$ cat config.mk
export PLATFORM = sky130hd
export DESIGN_NAME = display_7seg_scanner
export DESIGN_NICKNAME = d
export VERILOG_FILES = /design/src/rtl/display_7seg_scanner.sv
export SDC_FILE = /design/constraint.sdc
export NUM_CORES = 1
export LEC_CHECK = 0
export ABC_CLOCK_PERIOD_IN_PS = 2950
export BUFFER_PORTS_ARGS = -buffer_cell sky130_fd_sc_hd__buf_2
export CAP_MARGIN = 20
export CORE_ASPECT_RATIO = 1.1
export CORE_UTILIZATION = 53
export DETAILED_ROUTE_END_ITERATION = 8
export PLACE_DENSITY_LB_ADDON = 0.3
export SLEW_MARGIN = 20
export SYNTH_ARGS = -nofsm -noshare
export SYNTH_HDL_FRONTEND = slang
export SYNTH_SLANG_ARGS = --single-unit
$ cat constraint.sdc
create_clock -name CLK -period 2.95 [get_ports CLK]
set_input_delay 0.4425 -clock CLK [delete_from_list [all_inputs] [get_ports CLK]]
set_output_delay 0.4425 -clock CLK [all_outputs]
set_load 0.02 [all_outputs]
$ cat src/rtl/display_7seg_scanner.sv
// Time-multiplexed 7-segment driver: rotates one active-low anode across DIGITS
// common-anode digits and double-buffers loads so updates land on frame boundaries.
// Optional leading-zero blanking is compiled in with `define DISPLAY_7SEG_SCANNER_LZB_EN.
module display_7seg_scanner #(
  parameter int DIGITS   = 4,
  parameter int PRESCALE = 50000
) (
  input  logic                  CLK,
  input  logic                  RST,
  input  logic [4*DIGITS-1:0]   DATA,
  input  logic [DIGITS-1:0]     DP,
  input  logic [DIGITS-1:0]     EN_DIG,
  input  logic                  LOAD,
  output logic                  BUSY,
  output logic [6:0]            SEG,
  output logic                  DPO,
  output logic [DIGITS-1:0]     AC,
  output logic                  FRAME
);

  localparam int PW = (PRESCALE > 1) ? $clog2(PRESCALE) : 1;
  localparam int IW = (DIGITS > 1) ? $clog2(DIGITS) : 1;
  localparam logic [PW-1:0] PCNT_LAST = PW'(PRESCALE - 1);
  localparam logic [IW-1:0] IDX_LAST  = IW'(DIGITS - 1);

  typedef struct packed {
    logic [4*DIGITS-1:0] data;
    logic [DIGITS-1:0]   dp;
    logic [DIGITS-1:0]   en;
  } disp_buf_t;

  function automatic logic [6:0] hex_decode(input logic [3:0] nib);
    hex_decode = 7'h7F;
    case (nib)
      4'h0: hex_decode = 7'h40;
      4'h1: hex_decode = 7'h79;
      4'h2: hex_decode = 7'h24;
      4'h3: hex_decode = 7'h30;
      4'h4: hex_decode = 7'h19;
      4'h5: hex_decode = 7'h12;
      4'h6: hex_decode = 7'h02;
      4'h7: hex_decode = 7'h78;
      4'h8: hex_decode = 7'h00;
      4'h9: hex_decode = 7'h10;
      4'hA: hex_decode = 7'h08;
      4'hB: hex_decode = 7'h03;
      4'hC: hex_decode = 7'h46;
      4'hD: hex_decode = 7'h21;
      4'hE: hex_decode = 7'h06;
      4'hF: hex_decode = 7'h0E;
      default: hex_decode = 7'h7F;
    endcase
  endfunction

  logic [PW-1:0] pcnt;
  logic [IW-1:0] idx;
  disp_buf_t     pending;
  disp_buf_t     active;
  logic          pend;

  logic          tick;
  logic          boundary;
  logic          xfer;
  logic [IW-1:0] idx_nxt;
  disp_buf_t     act_nxt;
  logic [3:0]    nib;
  logic          dp_bit;
  logic          en_bit;
  logic          suppress;
  logic          shown;

  // NOTE: every always_comb output gets a value before any condition, so no latch is inferred.
  always_comb begin
    tick     = (pcnt == PCNT_LAST);
    boundary = tick && (idx == IDX_LAST);
    xfer     = boundary && pend;
    idx_nxt  = (idx == IDX_LAST) ? '0 : idx + 1'b1;
    // The slot shown right after a boundary must already see the transferred frame.
    act_nxt  = xfer ? pending : active;
    nib      = act_nxt.data[{idx_nxt, 2'b00} +: 4];
    dp_bit   = act_nxt.dp[idx_nxt];
    en_bit   = act_nxt.en[idx_nxt];
    shown    = en_bit && !suppress;
  end

`ifdef DISPLAY_7SEG_SCANNER_LZB_EN
  logic [DIGITS-1:0] lead_zero;

  // Scan from the most significant digit down; a digit blanks while nothing above
  // or at it carries a non-zero nibble or a decimal point. Digit 0 always shows.
  always_comb begin
    logic seen;
    seen      = 1'b0;
    lead_zero = '0;
    for (int i = DIGITS - 1; i >= 0; i--) begin
      seen         = seen | (act_nxt.data[4*i +: 4] != 4'h0) | act_nxt.dp[i];
      lead_zero[i] = !seen && (i != 0);
    end
  end

  assign suppress = lead_zero[idx_nxt];
`else
  assign suppress = 1'b0;
`endif

  assign BUSY = pend;

  // NOTE: sequential state uses non-blocking assignments only, so every register
  // samples pre-edge values regardless of statement order.
  always_ff @(posedge CLK or posedge RST) begin
    if (RST) begin
      pcnt    <= '0;
      idx     <= IDX_LAST;
      pending <= '0;
      active  <= '0;
      pend    <= 1'b0;
      AC      <= '1;
      SEG     <= 7'h7F;
      DPO     <= 1'b1;
      FRAME   <= 1'b0;
    end else begin
      pcnt  <= tick ? '0 : pcnt + 1'b1;
      FRAME <= boundary;

      if (tick) begin
        idx <= idx_nxt;
        if (shown) begin
          AC  <= ~(DIGITS'(1) << idx_nxt);
          SEG <= hex_decode(nib);
          DPO <= ~dp_bit;
        end else begin
          AC  <= '1;
          SEG <= 7'h7F;
          DPO <= 1'b1;
        end
      end

      if (xfer)
        active <= pending;

      // A load on the transfer edge refills pending, so pend stays set.
      if (LOAD) begin
        pending <= '{data: DATA, dp: DP, en: EN_DIG};
        pend    <= 1'b1;
      end else if (xfer) begin
        pend    <= 1'b0;
      end
    end
  end

endmodule

=== After elaboration in Yosys (flattened, before gate mapping) ===
Memory sizes are Yosys's and may differ from the RTL's.
Cells that the tools add are included.
Widths: inputs -> output; s select.

* Bits in registers: 80
* Bits in read-only memories: 112
* Input bits: 27
* Output and inout bits: 14
* Logic and storage cells: 38
* Memories kept: 1

{| class="wikitable"
|+ Memory list
! name !! depth !! bits a word !! rd ports !! clocked after memory_dff !! wr ports !! line !! RTL
|-
| (name not given) || 16 || 7 || 1 || 0 || 0 || 34 || <nowiki>case (nib)</nowiki>
|}

* Add/subtract/negate cells: 2
* Order comparisons: 1
* Eq/ne operators: 2
* Shift operators: 2
* Multiplexer cells: 12
* Bitwise gates (word level): 2
* Reductions and logical operators: 3

{| class="wikitable"
|+ Operators with widths
! cell !! number
|-
| $mux 24 || 1
|-
| $add 16x1->16 const B || 1
|-
| $eq 16x16->1 const B || 1
|-
| $mux 16 || 1
|-
| $shiftx 16x5->4 || 1
|-
| $mux 7 || 1
|-
| $mux 1 || 5
|-
| $bmux 1 s2 || 2
|-
| $mux 4 || 1
|-
| $not 4->4 || 1
|-
| $shl 1x2->4 const A || 1
|-
| $lt 2x3->1 const B || 1
|-
| $add 2x1->2 const B || 1
|-
| $eq 2x2->1 const B || 1
|-
| $logic_and 1x1->1 || 2
|-
| $mux 2 || 1
|-
| $reduce_bool 2->1 || 1
|-
| $not 1->1 || 1
|}

=== Depth between registers and ports, before layout ===
* Word-level depth: 8
* Gate-level depth with buffers: 13
* Gate-level depth less buffers: 12

=== Least setup slack after synthesis ===
OpenSTA, ideal clock, no wires.

* Kind: register -> register
* From: register pcnt[10]
* To: register SEG[0]
* Setup time: 72 ps
* Arrival: 3,024 ps
* Data required time: 2,878 ps
* Slack: -146 ps
* Cell stages (with the launch flop): 12
* Path buffers: 1
* Clock period less this slack: 3,096 ps
* Cells stage by stage: dfrtp_1 or4b_4 nor4_4 nand3_1 a311o_1 o21ai_2 ha_1 buf_2 a21oi_1 a22o_1 a221o_1 o21ai_1

* Cells in the longest elaborated chain, start to end: 7
* Elaborated cells on any way between the ends: 9
* Classes of those cells: eq/ne: 1; shift: 1; mux: 4; reduce/logical: 2; memory: 1

{| class="wikitable"
|+ Ends and longest elaborated chain
! what !! line !! RTL
|-
| from (decl) || 55 || <nowiki>logic [PW-1:0] pcnt;</nowiki>
|-
| from (signal assigned) || 122 || <nowiki>pcnt <= tick ? '0 : pcnt + 1'b1;</nowiki>
|-
| $eq 16x16->1 * || 74 || <nowiki>tick = (pcnt == PCNT_LAST);</nowiki>
|-
| $logic_and 1x1->1 || 75 || <nowiki>boundary = tick && (idx == IDX_LAST);</nowiki>
|-
| $logic_and 1x1->1 || 76 || <nowiki>xfer = boundary && pend;</nowiki>
|-
| $mux 24 || -- ||
|-
| $shiftx 16x5->4 / $bmux 1 s2 (equally long branches) || 80, 82 ||
|-
| $mem_v2 16x7 / $mux 1 (equally long branches) || -- ||
|-
| $mux 7 || 127 || <nowiki>if (shown) begin</nowiki>
|-
| to (signal assigned) || 129 || <nowiki>SEG <= hex_decode(nib);</nowiki>
|-
| to (decl) || 15 || <nowiki>output logic [6:0] SEG,</nowiki>
|}

Mark *: on every way between the ends. The rest lies on a longest branch, timed or not. The select of a mux whose other input is x is not followed.
A chain may end at the register's enable or synchronous reset.

=== Final worst setup path ===
Ends and elaborated chain as after synthesis.

==> results.py <==
metrics = {
    "die": {
        "core.rowCount": 31,
        "die_area_mm2": 0.007460,
        "die_y_um": 90.49,
        "start_util_pct": 55.90,
        "coreArea_mm2": 0.006749,
        "io_pins": 41,
        "die_w_um": 82.44,
    },
    "sta": {
        "rsz0062_at_grt": "yes",
        "relSlewSlack_pct": 64.39,
        "fin_crit_ns": 2.980,
        "period_share_pct": 101.0,
        "max_freq_mhz": 335.6,
        "worstMarginPinSlew_ns": 0.5342,
        "setup_viol": 1,
        "finalMaxSlewViolations": 0,
        "finalHoldViolCount": 0,
        "fin_ws_ns": -0.02955,
        "fin_skew_ns": 0.007781,
    },
    "final_layout": {
        "n_fill_cell": 528,
        "area_growth_pct": 21.49,
        "fin_cells": 519,
        "final_area_mm2": 0.004583,
        "diodes": 0,
        "nets": 470,
        "layout-drive-gt1-share_pct": 36.16,
    },
    "setup_path": {
        "cp.required_ns": 3.24,
        "crit_path_end_kind": "register",
        "start_kind": "register",
        "crit_fanout": 5,
        "crit_type": "register to register",
        "cp.arrival_ns": 3.27,
    },
    "cts": {
        "insertion_delay_ns": 0.35,
        "h-tree-depth": 3,
        "clk_pin_slew_ns": 0.09,
        "hold_buffers": 0,
        "cts_inserted_buffers": 9,
        "clockBufferDepth": 2,
        "tritoncts": "yes",
        "cts_sinks": 80,
        "cts-root-buf": "clkbuf_8",
    },
    "logic_synthesis": {
        "yosys_register_bits": 80,
        "synth_edf_count": 0,
        "synthCells": 353,
        "yosysTopAreaCell": "dfrtp_1",
        "ys_seq_area_share_pct": 53.53,
        "synth_top_cell_area_share_pct": 43.78,
        "ys_warn_count": 0,
        "netlist_area_mm2": 0.003772,
        "ys_top_cells_by_area": "dfrtp_1, dfstp_2, mux2_2",
        "synth_common_cells": "dfrtp_1, nand2_1, nor2_1",
        "synth_ff_type": "dfrtp_1",
        "yosys.cell_count.top_type": "dfrtp_1",
        "async_flop_share_pct": 100.0,
        "syn-num-nets": 391,
        "avgSynthCellArea_um2": 10.69,
        "synth_cell_types": 52,
    },
    "placement": {
        "dp.cells": 495,
        "placed_area_mm2": 0.004279,
        "place.gp.congestion": 0.9066,
        "io_buffers": 40,
        "dpl.hpwl_mm": 5.596,
        "place_ws_ns": 0.04346,
    },
    "run_status": {
        "run_status": "finished, violations left",
        "violations": "negative setup slack",
    },
    "grt": {
        "grt.total_usage_pct": 23.43,
        "grt_use_met2_pct": 36.23,
        "antenna_found_initial": 0,
        "grt.overflow.total": 0,
        "grt_max_degree": 58,
        "grt_pass1_vias": 2797,
        "met1_usage_pct": 31.86,
        "grt_use_met3_pct": 4.747,
        "grt_pass1_wl_mm": 13.12,
        "grt.busiest_layer": "met2",
    },
    "routing": {
        "ant_nets": 0,
        "drc": 0,
        "wl_per_cell_um": 15.25,
        "drt-initial-drc-count": 140,
        "drt_pass1_iterations": 4,
        "vias_per_cell": 5.422,
        "wl_mm": 7.913,
        "vias": 2814,
    },
    "min_path": {
        "min_path_type": "primary input to async pin",
    },
    "run": {
        "drv_cap": 0,
    },
    "power": {
        "p_leak_nw": 2.271,
        "ir_worst_vdd_v": 0.0002979,
        "power_density_mw_per_mm2": 436.7,
    },
}
critical path, cell delays in order (launching register included):
cell and delay (ns):
dfrtp_1 0.40, or4b_4 0.56, nor4_4 0.29, buf_4 0.19, nand3_2 0.07, a311o_1 0.37, o21ai_2 0.10, ha_2 0.24
a21oi_2 0.05, a22o_1 0.20, a221o_1 0.31, o21ai_1 0.13
through the flow:
step                      TNS (ns)  utilization, %  hold slack (ns)  power (mW)
after CTS                        0           66.30           0.1357       2.020
after floorplan                  0               -           0.4295       1.218
final                     -0.02955           67.91           0.1244       2.002
after global placement           0           63.40           0.4463       1.251
after detailed placement         0           63.40           0.4558       1.256
after global routing       -0.6676           67.91           0.1648       2.082
kinds of logic after synthesis:
kind of cell | count (synthesis) | synth area share [%]
multiplexers | 36 | 10.88
adder cells (fa/ha/maj) | 11 | 3.648
AO/OA/AOI/OAI | 55 | 9.719
AND/OR/NAND/NOR | 138 | 17.38
buffers and inverters | 22 | 2.288
XOR/XNOR | 11 | 2.554
flip-flops | 80 | 53.53
sequential cells by signal (all words and copies together) (netlist names):
| signal | cells |
|---|---|
| pending | 24 |
| DPO | 1 |
| idx | 2 |
| BUSY | 1 |
| AC | 4 |
| active | 24 |
| pcnt | 16 |
| SEG | 7 |
| FRAME | 1 |
power breakdown:
part / total, mW / switching [mW] / leakage (nW) / internal [mW]
clock network: 0.768 / 0.428 / 0.0939 / 0.340
logic: 0.0826 / 0.0384 / 1.19 / 0.0442
registers: 1.15 / 0.0209 / 0.992 / 1.13
cell usage in the layout, fill, tap and decap left out, types with 2 or more instances in the layout:
master	netlist	final
xnor2_1	3	3
inv_2	0	2
nor2_1	32	32
a31oi_1	8	8
ha_1	11	7
mux2_2	25	25
nand3_1	18	15
buf_2	3	40
mux2_4	1	2
and2_1	2	2
inv_6	0	3
nand4bb_1	2	2
and3_1	2	2
nor4_4	2	2
mux2i_1	8	8
o21ai_1	2	4
clkinv_4	0	2
nor3_1	4	4
clkbuf_8	0	10
dfrtp_1	66	66
a21o_1	5	5
dfstp_2	14	14
nand2b_1	3	3
ha_2	0	3
nand3_2	0	3
inv_1	9	7
nand2_1	64	64
xor2_1	8	8
a21oi_1	7	6
o22a_1	4	4
nand4_1	2	2
buf_4	0	39
o21ai_0	15	13
timing repair:
action	4_1_cts	5_1_grt
endpoints found under the setup margin	1	5
buffers inserted	0	8
pin swaps	0	13
gates resized for setup	1	14
routing by layer:
| layer | vias to the layer above | share of wire (%) |
|---|---|---|
| met5 | - | 0 |
| met3 | 12 | 2.8 |
| met1 | 1362 | 47 |
| met4 | 0 | 1.6 |
| li1 | 1380 | - |
| met2 | 60 | 49 |
worst paths after layout:
kind / start / to / slack [ns] / cells after the start
setup reg to reg: pcnt[10]$_DFF_PP0_ / SEG[0]$_DFFE_PP1N_ / -0.03 / 11
setup / recovery: pcnt[10]$_DFF_PP0_ / SEG[0]$_DFFE_PP1N_ / -0.03 / 11
hold reg to reg: pcnt[0]$_DFF_PP0_ / pcnt[0]$_DFF_PP0_ / 0.47 / 1
min in group CLK: DATA[7] / pending[15]$_DFFE_PP0P_ / 0.31 / 2
max in group asynchronous: RST / idx[0]$_DFFE_PP1N_ / 2.11 / 3
hold / removal: RST / pcnt[7]$_DFF_PP0_ / 0.12 / 2
final cells by class:
| type | count | area (um2) | area share, % |
|---|---|---|---|
| Sequential cell | 80 | 2019 | 44.06 |
| Multi-Input combinational cell | 251 | 1722 | 37.56 |
| Timing Repair Buffer | 80 | 513.0 | 11.19 |
| Clock buffer | 10 | 137.6 | 3.003 |
| Tap cell | 82 | 102.6 | 2.239 |
| Clock inverter | 6 | 51.30 | 1.119 |
| Inverter | 10 | 37.54 | 0.8190 |
No activity file was read; power rests on OpenSTA's default activity.
